<file path="config.mk">
export PLATFORM = sky130hd
export DESIGN_NAME = sram_controller_flat
export DESIGN_NICKNAME = d
export VERILOG_FILES = /design/src/rtl/sram_controller_if.sv /design/src/rtl/sram_controller.sv /design/src/flat_wrapper.sv
export SDC_FILE = /design/constraint.sdc
export NUM_CORES = 1
export LEC_CHECK = 0
export ABC_AREA = 1
export BUFFER_PORTS_ARGS = -buffer_cell sky130_fd_sc_hd__buf_2
export CORE_UTILIZATION = 47
export CTS_CLUSTER_SIZE = 28
export DETAILED_ROUTE_END_ITERATION = 10
export PLACE_DENSITY_LB_ADDON = 0.08
export SYNTH_ARGS = -nofsm -noshare
export SYNTH_HDL_FRONTEND = slang
export SYNTH_SLANG_ARGS = --single-unit
</file>
<file path="constraint.sdc">
create_clock -name clk -period 2.9 [get_ports clk]
set_clock_uncertainty 0.05 [all_clocks]
set_input_delay 0.58 -clock clk [delete_from_list [all_inputs] [get_ports clk]]
set_output_delay 0.58 -clock clk [all_outputs]
set_load 0.05 [all_outputs]
</file>
<file path="src/rtl/sram_controller_if.sv">
// Core-side MEM-stage bus between the pipeline and sram_controller.
//   wr_en/rd_en      : store/load request, held stable while ready=0
//   address          : 32-bit byte address
//   write_data       : 32-bit store data
//   read_data        : 32-bit assembled load data
//   ready            : 1 = no access pending or access completing this cycle
// master = pipeline side, slave = controller side.
interface sram_controller_if;
  logic        wr_en;
  logic        rd_en;
  logic [31:0] address;
  logic [31:0] write_data;
  logic [31:0] read_data;
  logic        ready;

  modport master (
    output wr_en, rd_en, address, write_data,
    input  read_data, ready
  );

  modport slave (
    input  wr_en, rd_en, address, write_data,
    output read_data, ready
  );
endinterface

</file>
<file path="src/rtl/sram_controller.sv">
// Sequences 32-bit MEM-stage loads/stores onto a 16-bit asynchronous SRAM as
// two half-word accesses (low half, then high half), each held WAIT_CYCLES clocks.
// Ports:
//   clk, rst     : clock (rising edge), asynchronous active-high reset
//   bus          : core-side request/response interface (slave modport)
//   sram_addr    : SRAM half-word address
//   sram_dq_out  : data driven to the SRAM DQ bus
//   sram_dq_oe   : 1 = drive sram_dq_out onto DQ (tristate lives at top level)
//   sram_dq_in   : data sampled from the SRAM DQ bus
//   sram_we_n    : SRAM write strobe, active low
module sram_controller #(
  parameter int unsigned WAIT_CYCLES = 5,
  parameter int unsigned ADDR_W      = 18,
  parameter logic [31:0] BASE_ADDR   = 32'd1024
) (
  input  logic              clk,
  input  logic              rst,
  sram_controller_if.slave  bus,
  output logic [ADDR_W-1:0] sram_addr,
  output logic [15:0]       sram_dq_out,
  output logic              sram_dq_oe,
  input  logic [15:0]       sram_dq_in,
  output logic              sram_we_n
);

  localparam int unsigned CNT_W = $clog2(WAIT_CYCLES);
  localparam logic [CNT_W-1:0] LAST_CNT = CNT_W'(WAIT_CYCLES - 1);
  localparam logic [CNT_W-1:0] HOLD_CNT = CNT_W'(WAIT_CYCLES - 2);

  typedef enum logic [1:0] {IDLE, LOW, HIGH, DONE} state_t;

  state_t            state_q;
  logic [CNT_W-1:0]  cnt_q;
  logic              is_wr_q;
  logic [31:0]       read_data_q;
  logic [ADDR_W-1:0] sram_addr_q;
  logic [15:0]       sram_dq_out_q;
  logic              sram_dq_oe_q;
  logic              sram_we_n_q;

  logic              req_c;
  logic [31:0]       word_c;
  logic [ADDR_W-1:0] lo_addr_c;

  assign req_c = bus.wr_en | bus.rd_en;

  // Byte address to half-word address; out-of-range addresses wrap silently.
  assign word_c    = (bus.address - BASE_ADDR) >> 2;
  assign lo_addr_c = ADDR_W'({word_c, 1'b0});

  // Sequencer: pin outputs are loaded on the edge entering each phase so they
  // are valid for the whole phase.
  always_ff @(posedge clk or posedge rst) begin
    if (rst) begin
      state_q       <= IDLE;
      cnt_q         <= '0;
      is_wr_q       <= 1'b0;
      read_data_q   <= '0;
      sram_addr_q   <= '0;
      sram_dq_out_q <= '0;
      sram_dq_oe_q  <= 1'b0;
      sram_we_n_q   <= 1'b1;
    end else begin
      case (state_q)
        IDLE: begin
          if (req_c) begin
            state_q       <= LOW;
            cnt_q         <= '0;
            is_wr_q       <= bus.wr_en;
            sram_addr_q   <= lo_addr_c;
            sram_dq_out_q <= bus.write_data[15:0];
            sram_dq_oe_q  <= bus.wr_en;
            sram_we_n_q   <= ~bus.wr_en;
          end
        end
        LOW, HIGH: begin
          if (cnt_q == LAST_CNT) begin
            cnt_q <= '0;
            if (state_q == LOW) begin
              if (!is_wr_q) read_data_q[15:0] <= sram_dq_in;
              state_q       <= HIGH;
              sram_addr_q   <= sram_addr_q | ADDR_W'(1);
              sram_dq_out_q <= bus.write_data[31:16];
              sram_dq_oe_q  <= is_wr_q;
              sram_we_n_q   <= ~is_wr_q;
            end else begin
              if (!is_wr_q) read_data_q[31:16] <= sram_dq_in;
              state_q      <= DONE;
              sram_dq_oe_q <= 1'b0;
              sram_we_n_q  <= 1'b1;
            end
          end else begin
            cnt_q <= cnt_q + CNT_W'(1);
            // Release we_n one clock early so data is held past the strobe edge.
            if (cnt_q == HOLD_CNT) sram_we_n_q <= 1'b1;
          end
        end
        DONE:    state_q <= IDLE;
        default: state_q <= IDLE;
      endcase
    end
  end

  // ready is combinational in IDLE so an idle controller never stalls the core.
  assign bus.ready     = (state_q == IDLE) ? ~req_c : (state_q == DONE);
  assign bus.read_data = read_data_q;
  assign sram_addr     = sram_addr_q;
  assign sram_dq_out   = sram_dq_out_q;
  assign sram_dq_oe    = sram_dq_oe_q;
  assign sram_we_n     = sram_we_n_q;

endmodule

</file>
<file path="src/flat_wrapper.sv">
// flat-port wrapper written by rule: the top's interface ports become plain ports
module sram_controller_flat 
#(
  parameter int unsigned WAIT_CYCLES = 5,
  parameter int unsigned ADDR_W      = 18,
  parameter logic [31:0] BASE_ADDR   = 32'd1024
)
  (clk, rst, sram_addr, sram_dq_out, sram_dq_oe, sram_dq_in, sram_we_n, bus_wr_en, bus_rd_en, bus_address, bus_write_data, bus_read_data, bus_ready);
  sram_controller_if bus_i ();
  input  logic clk;
  input  logic rst;
  output logic [ADDR_W-1:0] sram_addr;
  output logic [15:0] sram_dq_out;
  output logic sram_dq_oe;
  input  logic [15:0] sram_dq_in;
  output logic sram_we_n;
  input wire logic [$bits(bus_i.wr_en)-1:0] bus_wr_en;
  input wire logic [$bits(bus_i.rd_en)-1:0] bus_rd_en;
  input wire logic [$bits(bus_i.address)-1:0] bus_address;
  input wire logic [$bits(bus_i.write_data)-1:0] bus_write_data;
  output wire logic [$bits(bus_i.read_data)-1:0] bus_read_data;
  output wire logic [$bits(bus_i.ready)-1:0] bus_ready;
  assign bus_i.wr_en = bus_wr_en;
  assign bus_i.rd_en = bus_rd_en;
  assign bus_i.address = bus_address;
  assign bus_i.write_data = bus_write_data;
  assign bus_read_data = bus_i.read_data;
  assign bus_ready = bus_i.ready;
  sram_controller #(.WAIT_CYCLES(WAIT_CYCLES), .ADDR_W(ADDR_W), .BASE_ADDR(BASE_ADDR)) u_core (.clk(clk), .rst(rst), .bus(bus_i), .sram_addr(sram_addr), .sram_dq_out(sram_dq_out), .sram_dq_oe(sram_dq_oe), .sram_dq_in(sram_dq_in), .sram_we_n(sram_we_n));
endmodule
</file>
## Word-level counts from Yosys, hierarchy flattened

Index checks and enable logic that the tools add are counted.

- Bits in latches: 0
- Memories kept: 0
- Memory bits (read-only): 0
- Output and inout port bits: 69
- Input port bits: 84
- Register bits: 74
- Memory bits (writable): 0

- Shifts and indexed selects: 0
- Multipliers: 0
- Magnitude comparators: 0
- Reductions and logical operators: 12
- $add $sub $neg: 2
- Divide/modulo/power cells: 0
- Equal/unequal tests: 9
- Bitwise operators: 6
- Muxes and demuxes: 25

Operators by type and width:

| cell | count |
|---|---|
| 16-bit 2-to-1 mux | 3 |
| 18-bit 2-to-1 mux | 2 |
| 18-bit one-hot mux with 2 select lines | 1 |
| 16-bit one-hot mux with 2 select lines | 1 |
| 19-bit by 11-bit subtractor with 19-bit output, second input constant | 1 |
| 4-bit AND reduction | 3 |
| 1-bit 2-to-1 mux | 10 |
| 3-bit AND reduction | 3 |
| 3-bit 2-to-1 mux | 2 |
| 2-bit by 1-bit != test with 1-bit output, second input constant | 3 |
| 2-bit one-hot mux with 3 select lines | 1 |
| 3-bit one-hot mux with 2 select lines | 1 |
| 2-bit AND reduction | 3 |
| 1-bit NOT | 5 |
| 2-bit equality test, second input constant | 2 |
| 2-bit 2-to-1 mux | 2 |
| 1-bit one-hot mux with 2 select lines | 2 |
| 3-bit by 1-bit adder with 3-bit output, second input constant | 1 |
| 3-bit by 2-bit equality test with 1-bit output, second input constant | 1 |
| 3-bit equality test, second input constant | 1 |
| 3-bit by 1-bit != test with 1-bit output, second input constant | 1 |
| 2-bit by 1-bit equality test with 1-bit output, second input constant | 1 |
| 2-bit zero test | 1 |
| 2-bit nonzero test | 1 |
| other kinds (2) | 2 |

## Depth between registers and ports, before layout

Gate-level depths: netlist (run 1).

- Depth in word-level cells: 4
- Mapped depth: 10
- Gate-level depth less buffers: 8

## Worst setup path after synthesis (run 1)

OpenSTA, ideal clock, no wires.

- Kind: reg-to-output
- From: reg u_core.state_q[0]
- To: out bus_ready
- Data required time: 2.270 ns
- Data arrival time: 1.754 ns
- Stages on the path, launching flop included: 4
- Slack: 0.516 ns
- Cell sequence: dfrtp_1 > inv_1 > ha_1 > o21ai_0

- Longest elaborated chain between the ends: 2

Ends and longest elaborated chain:

| item | RTL line | RTL |
|---|---|---|
| start: declaration | sram_controller.sv:32 | `state_t state_q;` |
| start signal: assignment | sram_controller.sv:55 | `state_q <= IDLE;` |
| start signal: assignment | sram_controller.sv:67 | `state_q <= LOW;` |
| start signal: assignment | sram_controller.sv:81 | `state_q <= HIGH;` |
| 2-bit equality test or 2-bit zero test (tied branches) | sram_controller.sv:105 | `assign bus.ready = (state_q == IDLE) ? ~req_c : (state_q == DONE);` |
| 1-bit 2-to-1 mux * | sram_controller.sv:105 |  |
| end: declaration | flat_wrapper.sv:22 | `output wire logic [$bits(bus_i.ready)-1:0] bus_ready;` |

Every way passes the cells marked *; elsewhere a longest branch is shown, timed or not.

## Final worst setup path (run 1)

Ends and elaborated chain as after synthesis.

==> results.md, run 1 <==
- Outcome: completed
- Crit Path Max Fanout: 6
- Count of cell types in the netlist: 23
- Max_cap viols: 0
- Clk root buf: clkbuf_8
- Starting Density: 49.5%
- Sequential element share of the synthesized area: between 50% and 60%
- # fillers: 684
- Yosys warnings: 0
- Num CTS Buffers: 9
- Syn nets: 513
- DR top layer: met4
- RR Startpoint: u_core.state_q[0]
- DRC: 0
- Startpoint Class: flip-flop
- First-pass GRT wire length: about 12 mm
- Critical path class: flip-flop to output port
- Hpwl dp: between 5 and 6 mm
- # diodes: 0
- DR WL met3: between 300 and 400 um
- CP endpoint kind: output port
- CTS tree: yes
- Fmax: 0.460 GHz
- FF+latch count, synth: 74
- Core Rows: 30
- Hold Fails Final Rpt: 0
- Met1 wire length: between 3 and 4 mm
- Nets@finish: between 600 and 700
- Post-Synthesis Cells: 421
- RD Place Congestion: 0.809
- Ys async rst share: 100%
- DRT iter0 DRCs: 110
- Share of post-route cells with drive strength above 1: just under 30%
- Reg area: 1850 um2
- Multi-input logic area: 1310 um2
- Cell Area, Synth: 3420 um2
- I/O pin cnt: 153
- Total GRT Usage: between 20 and 25%
- CTS max path bufs: 2
- Setup TNS: 0 ps
- WL met2: about 3.6 mm
- Die X: approximately 87 um
- PortBufs: 137
- Area leader, netlist: dfrtp_1
- Clock latency on the worst-skew pair: 330 ps
- Fin. max-slew vios: 0
- Post-Route WL: approximately 7.5 mm
- Number of synthesized flops with an enable pin: 0
- Worst EP arrival: 1540 ps
- Most frequent cell after synthesis: nand2_1
- Synth Flop Type: dfrtp_1
- Pre-antenna DRT Iters: 4
- Avg Inst Size Synth: 8.12 um2
- Slew margin rel.: around 62%
- PostCTS Resize Cnt: 0
- Area Growth Syn to Fin: 28.4%
- Clk slew on worst S/H paths: 70 ps
- # setup viols final: 0
- Sink Count: 74
- CTS Hold Bufs: 0
- Top cells by area, synth: dfrtp_1 (53%), nand2_1 (19%), o21ai_0 (5.4%)
- Via count: just over 3k
- RSZ-0062 raised after global routing: no
- CP Data Required Time: roughly 2300 ps
- Drt wl/cell: 11.3 um
- Core Area: 6910 um2
- Synth top cells by count: nand2_1 (174), dfrtp_1 (73), inv_1 (40), o21ai_0 (37), o21ai_1 (28)
- Largest net degree at the start of global routing: 75
- Crit path from: u_core.state_q[0]
- Total gr overflow: 0
- Worst Tran Pin Value: between 500 and 600 ps
- Die height: 87.3 um
- Post-CTS setup buffers: 0
- Antenna Nets Post-Route: 0
- Number of global-route vias before repair: about 2.8k
- Hold crit path type: input pin to async pin
- Area share of the largest cell type after synthesis: between 50% and 60%
- Fin crit share: between 70 and 80%
- Initial antenna violation count: 0
- H-Tree Depth: 3
- Fin crit period: 2170 ps
- Die area: 7620 um2
- Vias per cell: 4.67
layer usage:
metal  global-route usage (%)  vias up
li1                         -     1582
met5                        0        -
met3                     4.55        9
met4                     6.71        0
met1                     25.5     1406
met2                     35.3       81
critical path: stages (launching register included):
cell     delay (ps)
dfrtp_1         400
inv_1           110
ha_1            210
nand2_2         110
o21ai_0          90
buf_2           290
cell usage in the layout, fill, tap and decap left out, types with 2 or more instances in the layout:
cell type | Yosys | final
clkinv_2 | 0 | 2
nand2_4 | 2 | 2
nor2_1 | 17 | 17
clkbuf_8 | 0 | 9
dfrtp_1 | 73 | 73
nand2_2 | 3 | 3
o21ai_1 | 28 | 28
o21ai_0 | 37 | 37
a21oi_1 | 4 | 4
buf_4 | 2 | 4
nand2_1 | 174 | 174
bufinv_16 | 0 | 2
ha_1 | 8 | 8
clkbuf_1 | 2 | 2
nand3_1 | 12 | 12
inv_1 | 40 | 39
buf_2 | 9 | 137
registers in the layout, indices dropped and copies added (netlist names):
signal and cells:
u_core.bus.read_data 32, u_core.sram_addr 18, u_core.sram_dq_out 16, u_core.cnt_q 3, u_core.state_q 2, u_core.is_wr_q 1
u_core.sram_dq_oe 1, u_core.sram_we_n 1
per-stage QoR:
step | util (%) | std cells | area, um2 | hold WS, ps | setup slack (ps)
2_1_floorplan | - | 421 | 3420 | 420 | 390
3_3_place_gp | 60.5 | 643 | 4180 | 409 | 890
3_5_place_dp | 60.5 | 643 | 4180 | 410 | 859
4_1_cts | 63.6 | 659 | 4390 | 279 | 705
5_1_grt | 63.6 | 659 | 4390 | 301 | 616
6_report | 63.6 | 659 | 4390 | 255 | 728
cells by family (layout without fill, tap and decap cells):
| kind of cell | Yosys count | in the layout | share of synthesized area [%] |
|---|---|---|---|
| AOI/OAI and AO/OA | 71 | 71 | 10.5 |
| xor gates and xnor gates | 1 | 1 | 0.256 |
| adders and majority gates | 8 | 8 | 2.93 |
| buffers and inverters | 57 | 199 | 7.36 |
| DFF | 74 | 74 | 54.2 |
| and+or+nand+nor | 210 | 210 | 24.7 |
layout make-up:
cell class,instances,area share [%]
clock buffer,11,2.99
clock inverter,5,1.80
inverter,41,3.56
multi-input combinational,290,29.9
sequential,74,42.2
tap,96,2.74
timing repair buffer,142,16.8
path summary, 6_finish.rpt:
| check | endpoint | depth (start not counted) | slack, ps |
|---|---|---|---|
| setup / recovery | bus_ready | 5 | 730 |
| hold / removal | u_core.sram_dq_out[0] | 3 | 250 |
| setup reg to reg | u_core.sram_dq_out[9] | 7 | 850 |
| hold reg to reg | u_core.sram_addr[2] | 2 | 430 |
| max in group asynchronous | u_core.sram_we_n | 3 | 2210 |
| min in group clk | u_core.sram_addr[6] | 3 | 380 |
Power of run 1 is left out: the tool's default activity adds up to more than one toggle a clock period on the data nets, which glitch-free logic cannot reach.
==> inputs of run 2 (changes only) <==
--- a/config.mk
+++ b/config.mk
@@ -7,7 +7,7 @@
 export LEC_CHECK = 0
 export ABC_AREA = 1
 export BUFFER_PORTS_ARGS = -buffer_cell sky130_fd_sc_hd__buf_2
-export CORE_UTILIZATION = 47
+export CORE_UTILIZATION = 43
 export CTS_CLUSTER_SIZE = 28
 export DETAILED_ROUTE_END_ITERATION = 10
 export PLACE_DENSITY_LB_ADDON = 0.08
==> constraint.sdc (replaced) <==
create_clock -name clk -period 1.8 [get_ports clk]
set_clock_uncertainty 0.05 [all_clocks]
set_input_delay 0.36 -clock clk [delete_from_list [all_inputs] [get_ports clk]]
set_output_delay 0.36 -clock clk [all_outputs]
set_load 0.05 [all_outputs]
==> run 2 against run 1 <==
Effect of this change: via count grew 1.3%; setup slack got worse by 670 ps; core utilization decreased by 4.1 points; largest cell class unchanged; highest routed layer unchanged.
==> results.md, run 2 (synthesis results as in run 1) <==
- Outcome: completed
- Vias per cell: 4.60
- Fmax: ~0.57 GHz
- Die area: 8310 um2
- CTS Hold Bufs: 0
- Die height: just over 90 um
- First-pass GRT wire length: 13.3 mm
- Post-placement cell count: approximately 660
- Clock latency on the worst-skew pair: 340 ps
- Antenna Nets Post-Route: 0
- DRT iter0 DRCs: 136
- Setup ws final: 53.3 ps
- Core Area: 7730 um2
- Largest net degree at the start of global routing: 51
- RD Place Congestion: 0.849
- Sink Count: 74
- Hold Fails Final Rpt: 0
- # fillers: 729
- Initial antenna violation count: 0
- # diodes: 0
- H-Tree Depth: 3
- Clk root buf: clkbuf_8
- Slew margin rel.: between 70% and 80%
- Hold Slack: 30.8 ps
- Total GRT Usage: between 20% and 30%
- I/O pin cnt: 153
- CP endpoint kind: output port
- R2r setup slk: 150 ps
- Crit Path Max Fanout: 2
- Nets@finish: 663
- Num CTS Buffers: 9
- Post-Route WL: 7.88 mm
- Starting Density: 44.2%
- DP Worst Slack: -92.4 ps
- CP max stage delay: 390 ps
- DRC: 0
- Hpwl dp: 5.57 mm
- Fin crit period: around 1700 ps
- Clk slew on worst S/H paths: approximately 90 ps
- Slowest-stage cell, CP: dfrtp_1
- CTS max path bufs: 2
- Most frequent cells in the layout: nand2_1 (174), buf_2 (136), dfrtp_1 (73)
- Via count: 3,117
- Area Growth Syn to Fin: 34.4%
- Fin. max-slew vios: 0
- Final std cells w/o fill: 678
- Startpoint Class: flip-flop
- Worst Tran Pin Value: between 300 and 400 ps
- RSZ-0062 raised after global routing: yes
- Most Frequent Cell on Critical Path: buf_6
- Final core occ: 59.5%
- Crit path cell chain: buf_6 -> ha_4 -> inv_4 -> o21ai_2 -> buf_6
- Fin crit share: 97.0%
- CTS tree: yes
- Drt wl/cell: 11.6 um
- Share of post-route cells with drive strength above 1: 32.6%
- Max_cap viols: 0
- Pre-antenna DRT Iters: 4
- PortBufs: 137
- CP Data Required Time: 1390 ps
- Hold crit path type: input pin to async pin
- # setup viols final: 0
- Total gr overflow: 0
- Core Rows: 32
- Commonest non-fill, non-tap cell in the layout: nand2_1
- Max reg flops: 32
- Critical path class: flip-flop to output port
- Die X: 91.2 um
- Worst EP arrival: 1340 ps
- Number of global-route vias before repair: 2,949
run 2: final timing paths:
path	from	endpoint	cells past startpoint
setup / recovery	u_core.state_q[0]	bus_ready	5
hold reg to reg	u_core.sram_addr[17]	u_core.sram_addr[17]	2
min in group clk	bus_address[6]	u_core.sram_addr[5]	3
hold / removal	rst	u_core.bus.read_data[4]	3
setup reg to reg	u_core.state_q[0]	u_core.sram_dq_out[9]	9
max in group asynchronous	rst	u_core.sram_addr[12]	3
run 2: area by class of cell:
| cell class | count | area, um2 | share of cell area, % |
|---|---|---|---|
| clock buffer | 9 | 124 | 2.70 |
| clock inverter | 7 | 93.8 | 2.04 |
| inverter | 41 | 163 | 3.54 |
| multi-input combinational | 291 | 1370 | 29.8 |
| sequential | 74 | 1850 | 40.3 |
| tap | 102 | 128 | 2.78 |
| timing repair buffer | 154 | 865 | 18.8 |
run 2: timing repair:
action	in CTS	in global routing
resized for setup	10	6
buffers inserted	0	4
endpoints found under the setup margin	27	3
pin swaps	2	3
cloned	1	0
run 2: metrics by stage:
step | instance area (um2) | TNS [ps]
after floorplan | 3420 | 0
after global placement | 4280 | -623
after detailed placement | 4280 | -1240
after CTS | 4530 | 0
after global routing | 4590 | -21.9
final | 4590 | 0
run 2: metal layers:
| layer | share of wire, % | track usage (%) |
|---|---|---|
| met4 | 1.3 | 6.75 |
| met1 | 46 | 26.3 |
| met5 | 0 | 0 |
| met3 | 5.3 | 5.36 |
| met2 | 47 | 32.4 |
run 2: critical path, delay by kind of cell, from the launching register on:
kind / cells / cell delay (ps)
DFF: 1 / 390
adders and majority gates: 1 / 130
buffers and inverters: 3 / 330
AOI/OAI and AO/OA: 1 / 140
Power of run 2 is left out for the same reason.
